--- config.mk ---
export PLATFORM = sky130hd
export DESIGN_NAME = fse_ctrl
export DESIGN_NICKNAME = d
export VERILOG_FILES = /design/src/rtl/fse_ctrl.sv
export SDC_FILE = /design/constraint.sdc
export NUM_CORES = 1
export LEC_CHECK = 0
export BUFFER_PORTS_ARGS = -buffer_cell sky130_fd_sc_hd__buf_2
export CORE_UTILIZATION = 56
export CTS_CLUSTER_SIZE = 30
export DETAILED_ROUTE_END_ITERATION = 12
export GPL_ROUTABILITY_DRIVEN = 0
export PLACE_DENSITY = 0.82
export SLEW_MARGIN = 40
export SYNTH_ARGS = -nofsm -noshare
export SYNTH_HDL_FRONTEND = slang
export SYNTH_SLANG_ARGS = --single-unit
--- constraint.sdc ---
create_clock -name clk -period 4.8 [get_ports clk]
set_input_delay 0.24 -clock clk [delete_from_list [all_inputs] [get_ports clk]]
set_output_delay 0.24 -clock clk [all_outputs]
set_load 0.05 [all_outputs]
--- src/rtl/fse_ctrl.sv ---
// fse_ctrl: sequencing controller for the fractionally spaced equalizer.
// Generates the shift/symbol strobes, owns the I/Q tap bank and applies LMS deltas.
`timescale 1ns/1ps
module fse_ctrl #(
  parameter int NUM_TAPS    = 9,
  parameter int NBT_TAPS    = 10,
  parameter int NBF_TAPS    = 7,
  parameter int ACQ_SYMBOLS = 1024,
  parameter int ACQ_SHIFT   = 2,
  parameter int TRK_SHIFT   = 5
) (
  input  logic                         clk,
  input  logic                         i_reset,
  input  logic                         i_en_rx,
  input  logic                         i_valid,
  input  logic                         i_freeze,
  input  logic                         i_upd_valid,
  input  logic [NUM_TAPS*NBT_TAPS-1:0] i_upd_dI,
  input  logic [NUM_TAPS*NBT_TAPS-1:0] i_upd_dQ,
  output logic                         o_upd_ready,
  output logic                         o_ctrl,
  output logic                         o_sym_strobe,
  output logic                         o_en_taps,
  output logic [NUM_TAPS*NBT_TAPS-1:0] o_taps_I,
  output logic [NUM_TAPS*NBT_TAPS-1:0] o_taps_Q,
  output logic [1:0]                   o_state
);

  localparam int TW     = NUM_TAPS * NBT_TAPS;
  localparam int FILL_W = $clog2(NUM_TAPS + 1);
  localparam int ACQ_W  = $clog2(ACQ_SYMBOLS + 1);
  // Center-spike initial I taps: 1.0 on the middle tap, zero elsewhere.
  localparam logic [TW-1:0] TAPS_I_INIT = TW'(1 << NBF_TAPS) << ((NUM_TAPS / 2) * NBT_TAPS);

  typedef enum logic [1:0] {
    IDLE  = 2'd0,
    FILL  = 2'd1,
    ACQ   = 2'd2,
    TRACK = 2'd3
  } state_t;

  state_t            state, state_nxt;
  logic              phase;
  logic              pending;
  logic              run;
  logic              adapting;
  logic              take_sample;
  logic              sym_now;
  logic              xfer;
  logic [FILL_W-1:0] fill_cnt, fill_cnt_nxt;
  logic [ACQ_W-1:0]  acq_cnt, acq_cnt_nxt;
  logic [TW-1:0]     taps_I_nxt, taps_Q_nxt;

  // One extra bit of headroom catches overflow before clamping to the tap range.
  function automatic logic [NBT_TAPS-1:0] sat_add(input logic [NBT_TAPS-1:0] tap,
                                                  input logic [NBT_TAPS-1:0] delta,
                                                  input logic              trk);
    logic signed [NBT_TAPS-1:0] sh;
    logic [NBT_TAPS:0]          sum;
    sh  = trk ? ($signed(delta) >>> TRK_SHIFT) : ($signed(delta) >>> ACQ_SHIFT);
    sum = {tap[NBT_TAPS-1], tap} + {sh[NBT_TAPS-1], sh};
    if (sum[NBT_TAPS] != sum[NBT_TAPS-1])
      sat_add = sum[NBT_TAPS] ? {1'b1, {(NBT_TAPS-1){1'b0}}} : {1'b0, {(NBT_TAPS-1){1'b1}}};
    else
      sat_add = sum[NBT_TAPS-1:0];
  endfunction

  assign run         = i_reset & i_en_rx;
  assign adapting    = (state == ACQ) || (state == TRACK);
  assign take_sample = run & (state != IDLE) & i_valid;
  assign sym_now     = take_sample & phase;
  assign o_upd_ready = run & adapting & ~pending & ~i_freeze;
  assign xfer        = o_upd_ready & i_upd_valid;
  assign o_state     = state;

  always_comb begin
    state_nxt    = state;
    fill_cnt_nxt = fill_cnt;
    acq_cnt_nxt  = acq_cnt;
    unique case (state)
      IDLE:  state_nxt = FILL;
      FILL: begin
        if (take_sample) begin
          if (fill_cnt == FILL_W'(NUM_TAPS - 1)) state_nxt = ACQ;
          else fill_cnt_nxt = fill_cnt + FILL_W'(1);
        end
      end
      ACQ: begin
        if (sym_now) begin
          if (acq_cnt == ACQ_W'(ACQ_SYMBOLS - 1)) state_nxt = TRACK;
          else acq_cnt_nxt = acq_cnt + ACQ_W'(1);
        end
      end
      TRACK: state_nxt = TRACK;
    endcase
  end

  // Step size follows the state in the accept cycle, not the one after.
  always_comb begin
    taps_I_nxt = o_taps_I;
    taps_Q_nxt = o_taps_Q;
    for (int j = 0; j < NUM_TAPS; j++) begin
      taps_I_nxt[j*NBT_TAPS +: NBT_TAPS] = sat_add(o_taps_I[j*NBT_TAPS +: NBT_TAPS],
                                                   i_upd_dI[j*NBT_TAPS +: NBT_TAPS],
                                                   state == TRACK);
      taps_Q_nxt[j*NBT_TAPS +: NBT_TAPS] = sat_add(o_taps_Q[j*NBT_TAPS +: NBT_TAPS],
                                                   i_upd_dQ[j*NBT_TAPS +: NBT_TAPS],
                                                   state == TRACK);
    end
  end

  // Dropping the receiver enable behaves exactly like reset, discarding any pending update.
  always_ff @(posedge clk) begin
    if (!i_reset || !i_en_rx) begin
      state        <= IDLE;
      phase        <= 1'b0;
      pending      <= 1'b0;
      fill_cnt     <= '0;
      acq_cnt      <= '0;
      o_ctrl       <= 1'b0;
      o_sym_strobe <= 1'b0;
      o_en_taps    <= 1'b0;
      o_taps_I     <= TAPS_I_INIT;
      o_taps_Q     <= '0;
    end else begin
      state        <= state_nxt;
      fill_cnt     <= fill_cnt_nxt;
      acq_cnt      <= acq_cnt_nxt;
      o_ctrl       <= take_sample;
      o_sym_strobe <= sym_now;
      phase        <= phase ^ take_sample;
      o_en_taps    <= xfer;
      if (xfer) begin
        pending  <= 1'b1;
        o_taps_I <= taps_I_nxt;
        o_taps_Q <= taps_Q_nxt;
      end else if (o_sym_strobe) begin
        pending  <= 1'b0;
      end
    end
  end

endmodule

==> results.json, run 1 <==
{
  "cts_tree": "yes",
  "cp-endpoint": "o_taps_I[41]$_SDFFE_PP0P_",
  "synth_area_per_cell_um2": 7.39,
  "met3WireLength_mm": 3.86,
  "first_pass_iters": 5,
  "fin_tns_setup_ns": 0,
  "crit_path_end_kind": "flip-flop",
  "highest_layer": "met5",
  "die_w_um": 176,
  "place_inst": 2970,
  "finalHoldViolCount": 0,
  "synth_top_family_by_area": "compound AO/OA/AOI/OAI gates",
  "worstReg2RegEnd": "o_taps_I[41]$_SDFFE_PP0P_",
  "worstReg2RegStart": "o_state[1]$_SDFFE_PP0P_",
  "synthSimpleGateAreaFrac": 0.210,
  "postRouteAntennaNets": 0,
  "grt_pass1_vias": 17100,
  "portBuffers": 335,
  "hp-class": "in -> reg",
  "skew_ns": 0.0129,
  "setup-violations-final": 0,
  "drtIter0Drc": 1354,
  "max-slew-margin-rel": 0.417,
  "ys_seq_area_frac": 0.237,
  "die_h_um": 176,
  "synthAdderAreaFrac": 0.167,
  "via_count": 18200,
  "clkSinkCount": 202,
  "synth_nets": 2693,
  "final.min_clock_period_ns": 3.93,
  "grt-ovfl-total": 0,
  "synth-xor-area-share": 0.0640,
  "crit_type": "reg -> reg",
  "clk_pin_slew_ns": 0.06,
  "clock_latency_ns": 0.54,
  "ys_seq_elements": 202,
  "fin_nets": 3000,
  "ios": 372,
  "num_antenna_cells": 0,
  "max_freq_mhz": 255,
  "ys_warn_count": 0,
  "p_leak_nw": 10.1,
  "synth-compound-area-share": 0.275,
  "grt_max_degree": 116,
  "cp-start-kind": "flip-flop",
  "critPathMaxFanout": 49,
  "antenna_found_initial": 1,
  "holdWs_ns": 0.155,
  "synth_edf_count": 0,
  "rsz0062_at_grt": "false",
  "h-tree-depth": 1,
  "hpwl_mm": 36.3,
  "cts_buffers": 26,
  "cp-startpoint": "o_state[1]$_SDFFE_PP0P_",
  "r2r_cells": 12,
  "status": "finished clean",
  "synth_cells": 2305,
  "instances_no_fill": 3021,
  "cts_root_buffer": "clkbuf_16",
  "ff2ff_setup_slack_ns": 0.87,
  "min_period_over_period": 0.818,
  "holdPathStages": 5,
  "synth_ff_type": "dfxtp_1",
  "drt-vias-per-instance": 6.04,
  "drc": 0,
  "core_area_um2": 29800,
  "dieArea_um2": 31100,
  "timing.max_cap.violations": 0,
  "crit_required_ns": 5.24,
  "power_density_nw_per_um2": 217,
  "grt_pass1_wl_mm": 81.0,
  "drive_above_1_share": 0.171,
  "synth_area_um2": 17000,
  "async_reset_ff_frac": 0,
  "syn2layout_area_growth_pct": 18.3,
  "routedLengthMet1_mm": 21.1,
  "report.final.slew_viol_count": 0,
  "clockBufferDepth": 3,
  "wl_met2_mm": 23.6,
  "track_usage": 0.309,
  "routed_wl_mm": 50.2,
  "tightest_slew_ns": 0.850,
  "start_util": 0.572,
  "most-common-layout-cells": "nand2_1, buf_2, a21oi_1, o21ai_0, dfxtp_1",
  "rows": 63,
  "synth.distinct_cells": 80,
  "synthMuxAreaShare": 0.00771,
  "mostFrequentLayoutCell": "nand2_1",
  "critPathArrivalTime_ns": 4.37,
  "vdd_drop_max_mv": 0.230,
  "wl_per_cell_um": 16.6
}
-- cell usage after synthesis (23+ instances only) --
cell | count | share of area
a211oi_1 | 23 | 0.010
a21o_1 | 38 | 0.017
a21oi_1 | 247 | 0.073
clkbuf_1 | 70 | 0.015
dfxtp_1 | 202 | 0.24
ha_1 | 184 | 0.14
inv_1 | 90 | 0.020
nand2_1 | 475 | 0.10
nand2b_1 | 36 | 0.013
nand3_1 | 37 | 0.011
nor2_1 | 131 | 0.029
nor2b_1 | 35 | 0.013
nor3_1 | 25 | 0.0073
o21a_1 | 39 | 0.017
o21ai_0 | 229 | 0.067
xnor2_1 | 75 | 0.039
xor2_1 | 44 | 0.023
-- worst min-delay path by stage --
stage / startpoint / to / slack (ns)
after detailed placement: acq_cnt[10]$_SDFFE_PP0P_ / acq_cnt[10]$_SDFFE_PP0P_ / 0.45
after CTS: i_upd_dI[55] / o_taps_I[50]$_SDFFE_PP0P_ / 0.14
after floorplan: i_en_rx / o_sym_strobe$_SDFF_PP0_ / 0.39
after global routing: i_upd_dI[62] / o_taps_I[60]$_SDFFE_PP0P_ / 0.19
final: i_upd_dI[55] / o_taps_I[50]$_SDFFE_PP0P_ / 0.16
after global placement: acq_cnt[10]$_SDFFE_PP0P_ / acq_cnt[10]$_SDFFE_PP0P_ / 0.42
-- metrics by stage --
step	util	total power [mW]	setup slack, ns	area, um2
after floorplan	-	2.05	1.03	17000
after global placement	0.641	2.19	1.13	19100
after detailed placement	0.643	2.22	0.971	19200
after CTS	0.676	4.40	0.963	20100
after global routing	0.677	4.52	0.648	20200
final	0.677	4.38	0.875	20200
-- registers in the layout, summed over array words and instances (netlist names) --
register / flops
o_sym_strobe: 1
o_taps_Q: 90
phase: 1
o_en_taps: 1
pending: 1
o_ctrl: 1
o_state: 2
acq_cnt: 11
fill_cnt: 4
o_taps_I: 90
-- power breakdown --
| part | internal [mW] | leakage [nW] | switching (mW) |
|---|---|---|---|
| combinational | 0.217 | 8.05 | 0.302 |
| sequential | 1.68 | 1.63 | 0.00130 |
| clock | 1.39 | 0.459 | 0.795 |
| total | 3.28 | 10.1 | 1.10 |
-- per-layer routing --
metal  global-route usage  up-vias
met3               0.0506      131
li1                     -     8824
met5                    0        -
met2                0.533      769
met4                0.110        2
met1                0.387     8515
-- area by class of cell --
type                    instances  area, um2
multi-input cells            1930      12400
fillers                      2481       9630
flip-flops and latches        202       4040
repair buffers                361       1950
clock buffers                  40        785
well taps                     390        488
inverters                      91        344
clock inverters                 7        166
-- critical path, stage by stage, from the launching register on --
cell	delay, ns
dfxtp_1	0.52
nand2_4	0.35
buf_12	0.31
nand2_1	0.09
nand2_1	0.08
ha_1	0.29
a21o_1	0.21
nand4_1	0.12
nand3b_1	0.16
a221oi_1	0.49
mux2i_1	0.78
nand2b_1	0.13
a221oi_1	0.28
-- cell families after synthesis --
family	Yosys count
xor gates and xnor gates	122
and+or+nand+nor	820
DFF	202
buffers and inverters	173
adders and majority gates	221
AOI/OAI and AO/OA	754
muxes	13
-- what timing repair did --
action | 4_1_cts | 5_1_grt
buffers inserted | 0 | 0
hold endpoints to repair | 3 | 0
hold buffers | 4 | 0
resized for setup | 0 | 0
Power figures use the tool's default switching activity.
==> inputs of run 2 (changes only) <==
--- a/config.mk
+++ b/config.mk
@@ -5,12 +5,13 @@
 export SDC_FILE = /design/constraint.sdc
 export NUM_CORES = 1
 export LEC_CHECK = 0
+export ABC_AREA = 1
 export BUFFER_PORTS_ARGS = -buffer_cell sky130_fd_sc_hd__buf_2
-export CORE_UTILIZATION = 56
+export CORE_UTILIZATION = 52
 export CTS_CLUSTER_SIZE = 30
 export DETAILED_ROUTE_END_ITERATION = 12
 export GPL_ROUTABILITY_DRIVEN = 0
-export PLACE_DENSITY = 0.82
+export PLACE_DENSITY = 0.79
 export SLEW_MARGIN = 40
 export SYNTH_ARGS = -nofsm -noshare
 export SYNTH_HDL_FRONTEND = slang
==> constraint.sdc (replaced) <==
create_clock -name clk -period 3.6 [get_ports clk]
set_input_delay 0.18 -clock clk [delete_from_list [all_inputs] [get_ports clk]]
set_output_delay 0.18 -clock clk [all_outputs]
set_load 0.05 [all_outputs]
==> run 2 against run 1 <==
Register-to-register slack worse by 0.42 ns. Final cell count grew 25%. First-iteration DRC count down 36%. Count of clock-buffer cells in the layout increased by 1. Via count up 10%. Maximum frequency rose by 25%. Sequential share of layout area decreased by 1.1 points. Cell area up 6.1%. Critical path depth increased by 4. Worst hold slack got worse by 0.0063 ns. Combinational power increased by 64%. Synthesized cell count rose by 30%.
==> results.json, run 2 <==
{
  "synth_ff_type": "dfxtp_1",
  "path_cells": "nand2_4, clkinv_2, buf_12, nand2_1, nand2_1, ha_1, inv_1, fa_1, inv_1, nand2_1, nand3_1, nand2_1, nand3_1, nand2_1, a21oi_2, a21oi_1",
  "drive_above_1_share": 0.128,
  "yosysMostFrequentCell": "nand2_1",
  "ys_seq_area_frac": 0.220,
  "antenna_found_initial": 4,
  "critPathArrivalTime_ns": 3.54,
  "fin_nets": 3694,
  "hp-class": "in -> reg",
  "clkSinkCount": 202,
  "critPathSlowestCell": "dfxtp_1",
  "most-common-layout-cells": "nand2_1, inv_1, buf_2, a21oi_1, o21ai_0",
  "first_pass_iters": 5,
  "min_to": "o_en_taps$_SDFF_PP0_",
  "p_leak_nw": 12.2,
  "syn2layout_area_growth_pct": 16.5,
  "report.final.slew_viol_count": 0,
  "tightest_slew_ns": 0.699,
  "track_usage": 0.274,
  "grt_pass1_wl_mm": 83.6,
  "ff2ff_setup_slack_ns": 0.46,
  "synth_area_per_cell_um2": 6.13,
  "worstReg2RegStart": "o_state[0]$_SDFFE_PP0P_",
  "synth_nets": 3382,
  "grt-ovfl-total": 0,
  "min_period_over_period": 0.873,
  "clk_pin_slew_ns": 0.07,
  "grt_max_degree": 71,
  "crit_type": "reg -> reg",
  "die_h_um": 190,
  "drt-vias-per-instance": 5.31,
  "max_freq_mhz": 318,
  "synth.distinct_cells": 35,
  "crit_path_end_kind": "flip-flop",
  "dieArea_um2": 36100,
  "setup-violations-final": 0,
  "synth_area_leader_cell": "dfxtp_1",
  "place_area_um2": 20500,
  "async_reset_ff_frac": 0,
  "cts_buffers": 26,
  "mostFrequentLayoutCell": "nand2_1",
  "drtIter0Drc": 872,
  "cts_root_buffer": "clkbuf_16",
  "synth_area_um2": 18400,
  "holdPathStages": 3,
  "wl_per_cell_um": 13.6,
  "synth_commonest_cells": "nand2_1, inv_1, a21oi_1, o21ai_0, dfxtp_1",
  "finalHoldViolCount": 0,
  "multi_input_area_um2": 12500,
  "clockBufferDepth": 3,
  "portBuffers": 335,
  "cpPeakStageDelay_ns": 0.46,
  "ys_warn_count": 0,
  "critPathMaxFanout": 31,
  "die_w_um": 190,
  "synth_cells": 2994,
  "min_from": "i_upd_valid",
  "r2r_cells": 16,
  "synth_top_area_frac": 0.220,
  "routed_wl_mm": 51.3,
  "final.min_clock_period_ns": 3.14,
  "synth_edf_count": 0,
  "grt_pass1_vias": 18300,
  "crit_required_ns": 3.99,
  "start_util": 0.530,
  "vdd_drop_max_mv": 0.409,
  "synthTopCellsByArea": "dfxtp_1, nand2_1, ha_1",
  "design_area_um2": 21400,
  "worstReg2RegEnd": "o_taps_I[86]$_SDFFE_PP0P_",
  "cp-start-kind": "flip-flop",
  "rsz0062_at_grt": "false",
  "cts_tree": "yes",
  "core_area_um2": 34600,
  "h-tree-depth": 1,
  "postRouteAntennaNets": 0,
  "seqCellArea_um2": 4040,
  "timing.max_cap.violations": 0,
  "rows": 68,
  "fin_tns_setup_ns": 0,
  "fill_cells": 3248,
  "via_count": 20100,
  "holdWs_ns": 0.149,
  "hpwl_mm": 38.8,
  "drc": 0,
  "crit_top_cell": "nand2_1",
  "power_density_nw_per_um2": 271,
  "reg_top3": "o_taps_I (90), o_taps_Q (90), acq_cnt (11)",
  "status": "finished clean",
  "skew_ns": 0.0140,
  "clock_latency_ns": 0.54,
  "ys_seq_elements": 202,
  "max-slew-margin-rel": 0.534,
  "ios": 372
}
==> run 2: how the worst max path moves through the flow <==
stage | from | to | slack, ns | cells after the start
2_1_floorplan | o_state[1]$_SDFFE_PP0P_ | o_taps_Q[78]$_SDFFE_PP0P_ | 0.28 | 19
3_3_place_gp | o_state[0]$_SDFFE_PP0P_ | o_taps_I[88]$_SDFFE_PP0P_ | 0.59 | 16
3_5_place_dp | o_state[0]$_SDFFE_PP0P_ | o_taps_I[85]$_SDFFE_PP0P_ | 0.52 | 16
4_1_cts | o_state[0]$_SDFFE_PP0P_ | o_taps_I[86]$_SDFFE_PP0P_ | 0.50 | 16
5_1_grt | o_state[1]$_SDFFE_PP0P_ | o_taps_I[86]$_SDFFE_PP0P_ | 0.15 | 16
6_report | o_state[0]$_SDFFE_PP0P_ | o_taps_I[86]$_SDFFE_PP0P_ | 0.46 | 16
==> run 2: through the flow <==
step,utilization,power (mW),instances,setup slack (ns)
2_1_floorplan,-,2.89,2994,0.282
3_3_place_gp,0.592,3.11,3732,0.589
3_5_place_dp,0.592,3.13,3732,0.524
4_1_cts,0.618,5.84,3779,0.504
5_1_grt,0.618,6.05,3780,0.150
6_report,0.618,5.79,3782,0.457
==> run 2: cell families (layout without fill, tap and decap cells) <==
logic type / after synthesis / after routing / share of synthesized area
multiplexers: 1 / 1 / 0.000545
adder cells (fa/ha/maj): 202 / 202 / 0.145
XOR/XNOR: 111 / 111 / 0.0529
AND/OR/NAND/NOR: 1378 / 1378 / 0.304
buffers and inverters: 481 / 811 / 0.101
AO/OA/AOI/OAI: 619 / 619 / 0.176
flip-flops: 202 / 202 / 0.220
other: 0 / 3 / 0
==> run 2: critical path, delay by kind of cell, from the launching register on <==
| family | cells | cell delay [ns] |
|---|---|---|
| AND/OR/NAND/NOR | 8 | 0.69 |
| buffers and inverters | 4 | 0.65 |
| adder cells (fa/ha/maj) | 2 | 0.62 |
| AO/OA/AOI/OAI | 2 | 0.55 |
| flip-flops | 1 | 0.46 |
==> run 2: timing repair <==
| item | CTS | global route |
|---|---|---|
| buffers inserted | 0 | 0 |
| endpoints found under the hold margin | 1 | 0 |
| resized for setup | 0 | 0 |
| hold buffers | 1 | 0 |
==> run 2: cell type report <==
| type | instances | area share |
|---|---|---|
| diodes | 3 | 0.000351 |
| well taps | 455 | 0.0266 |
| multi-input cells | 2311 | 0.583 |
| repair buffers | 354 | 0.0875 |
| flip-flops and latches | 202 | 0.189 |
| inverters | 411 | 0.0725 |
| clock buffers | 41 | 0.0373 |
| clock inverters | 5 | 0.00363 |
==> run 2: where the power goes <==
group / switching (mW) / internal (mW) / leakage (nW) / total [mW]
sequential: 0.00641 / 2.24 / 1.63 / 2.25
clock: 1.04 / 1.65 / 0.428 / 2.69
combinational: 0.537 / 0.314 / 10.2 / 0.851
==> run 2: routing by layer <==
| layer | part of all wire | vias up | GRT usage | wire [um] |
|---|---|---|---|---|
| met4 | 0.024 | 2 | 0.0837 | 1210 |
| li1 | - | 10300 | - | - |
| met5 | 0.00025 | - | 0 | 13 |
| met2 | 0.47 | 563 | 0.480 | 24100 |
| met3 | 0.067 | 95 | 0.0433 | 3420 |
| met1 | 0.44 | 9116 | 0.343 | 22500 |
==> inputs of run 3 (changes only) <==
--- a/config.mk
+++ b/config.mk
@@ -10,8 +10,8 @@
 export CORE_UTILIZATION = 52
 export CTS_CLUSTER_SIZE = 30
 export DETAILED_ROUTE_END_ITERATION = 12
-export GPL_ROUTABILITY_DRIVEN = 0
-export PLACE_DENSITY = 0.79
+export GPL_ROUTABILITY_DRIVEN = 1
+export PLACE_DENSITY = 0.89
 export SLEW_MARGIN = 40
 export SYNTH_ARGS = -nofsm -noshare
 export SYNTH_HDL_FRONTEND = slang
==> run 3 against run 2 <==
Worst setup slack improved by 0.012 ns. Power is 2.8% lower. Die area unchanged. First-iteration DRC count rose by 36%. Sequential cell count is the same. Worst hold slack got worse by 0.095 ns. Clock skew is 0.0045 ns lower. Highest routed layer is now met4.
==> results.json, run 3 (same netlist as run 2, synthesis figures left out) <==
{
  "critPathArrivalTime_ns": 3.59,
  "hp-class": "in -> reg",
  "clock_power_share": 0.450,
  "dieArea_um2": 36100,
  "report.final.slew_viol_count": 0,
  "p_sw_frac": 0.281,
  "skew_ns": 0.00955,
  "max-slew-margin-rel": 0.507,
  "antenna_found_initial": 1,
  "cts_root_buffer": "clkbuf_16",
  "h-tree-depth": 1,
  "tightest_slew_ns": 0.740,
  "place.gp.congestion": 0.953,
  "fin_nets": 3693,
  "setup-violations-final": 0,
  "track_usage": 0.277,
  "crit_required_ns": 4.06,
  "die_w_um": 190,
  "clockBufferDepth": 3,
  "rsz0062_at_grt": "false",
  "cts_tree": "yes",
  "crit_type": "reg -> reg",
  "core_area_um2": 34600,
  "grt_pass1_vias": 18400,
  "drc": 0,
  "clk_pin_slew_ns": 0.06,
  "syn2layout_area_growth_pct": 16.1,
  "p_leak_nw": 12.2,
  "setup_slack_ns": 0.470,
  "finalHoldViolCount": 0,
  "cp-start-kind": "flip-flop",
  "p_seq_frac": 0.399,
  "finalPower_mw": 5.63,
  "drt-vias-per-instance": 5.28,
  "rows": 68,
  "via_count": 20000,
  "most-common-layout-cells": "nand2_1, inv_1, buf_2, a21oi_1, o21ai_0",
  "routed_wl_mm": 51.1,
  "drive_above_1_share": 0.128,
  "grt_pass1_wl_mm": 84.3,
  "fin_tns_setup_ns": 0,
  "portBuffers": 335,
  "hpwl_mm": 37.6,
  "cts_buffers": 26,
  "final_util": 0.616,
  "crit_path_end_kind": "flip-flop",
  "ios": 372,
  "clock_latency_ns": 0.54,
  "cts_resized": 0,
  "postRouteAntennaNets": 0,
  "grt-ovfl-total": 0,
  "clkSinkCount": 202,
  "dp_slack_ns": 0.471,
  "p_comb_frac": 0.151,
  "place_inst": 3731,
  "timing.max_cap.violations": 0,
  "start_util": 0.530,
  "first_pass_iters": 5,
  "power_density_nw_per_um2": 264,
  "wl_per_cell_um": 13.5,
  "vdd_drop_max_mv": 0.353,
  "p_switching_mw": 1.58,
  "critPathMaxFanout": 44,
  "mostFrequentLayoutCell": "nand2_1",
  "instances_no_fill": 3778,
  "min_period_over_period": 0.870,
  "max_freq_mhz": 319,
  "drtIter0Drc": 1184,
  "p_int_mw": 4.05,
  "reg_top3": "o_taps_I (90), o_taps_Q (90), acq_cnt (11)",
  "final.min_clock_period_ns": 3.13,
  "grt_max_degree": 168,
  "die_h_um": 190,
  "status": "finished clean"
}
-- run 3: changes by cell type in the layout (fill, tap and decap cells not counted) --
| cell | before | now |
|---|---|---|
| clkbuf_1 | 7 | 6 |
| clkbuf_8 | 7 | 3 |
| bufinv_16 | 2 | 1 |
| clkinv_2 | 3 | 9 |
| diode_2 | 3 | 1 |
| buf_12 | 4 | 5 |
| buf_4 | 14 | 12 |
| clkinvlp_4 | 1 | 0 |
-- run 3: final cells by class --
cell class / count / area [um2]
diodes: 1 / 2.50
clock buffers: 36 / 739
clock inverters: 9 / 70.1
fillers: 3225 / 13300
inverters: 411 / 1550
multi-input cells: 2311 / 12500
flip-flops and latches: 202 / 4040
well taps: 455 / 569
repair buffers: 353 / 1880
-- run 3: metal layers --
metal  vias up  global-route usage  wire length [um]
li1      10300                   -                 -
met1      8880               0.348             22500
met2       628               0.477             23200
met3       118              0.0491              3750
met4         0              0.0884              1660
met5         -                   0                 0
-- run 3: critical path, stage by stage (launching register included) --
cell     delay (ns)
dfxtp_1        0.37
nand2_4        0.12
buf_4          0.41
nand2_1        0.10
o21ai_0        0.10
ha_1           0.21
inv_1          0.07
fa_1           0.43
o21ai_1        0.25
nand2_1        0.08
nand2_1        0.13
nand2_1        0.06
nand2_1        0.10
inv_1          0.05
nand2_1        0.27
nand2_1        0.09
a21oi_1        0.16
-- run 3: final timing paths --
kind,start,to,slack (ns),cells after the start
min,i_en_rx,o_taps_I[70]$_SDFFE_PP0P_,0.05,3
min reg2reg,acq_cnt[10]$_SDFFE_PP0P_,acq_cnt[10]$_SDFFE_PP0P_,0.44,2
max reg2reg,o_state[0]$_SDFFE_PP0P_,o_taps_Q[25]$_SDFFE_PP0P_,0.47,16
max,o_state[0]$_SDFFE_PP0P_,o_taps_Q[25]$_SDFFE_PP0P_,0.47,16
-- run 3: through the flow --
| step | hold WS (ns) | cell area (um2) |
|---|---|---|
| floorplan | 0.364 | 18400 |
| global placement | 0.433 | 20500 |
| detailed placement | 0.437 | 20500 |
| CTS | 0.00963 | 21300 |
| global route | 0.0352 | 21300 |
| finish | 0.0543 | 21300 |
-- run 3: power by group through the flow --
stage               Sequential (mW)  Clock (mW)  Combinational, mW
floorplan                      2.31           0              0.578
detailed placement             2.30           0              0.836
global placement               2.30           0              0.822
global route                   2.25        2.67              0.966
CTS                            2.25        2.59              0.844
finish                         2.25        2.53              0.852
-- run 3: repair_timing --
action                                 CTS  global route
buffers inserted                         0             0
hold buffers                             1             0
endpoints found under the hold margin    1             0
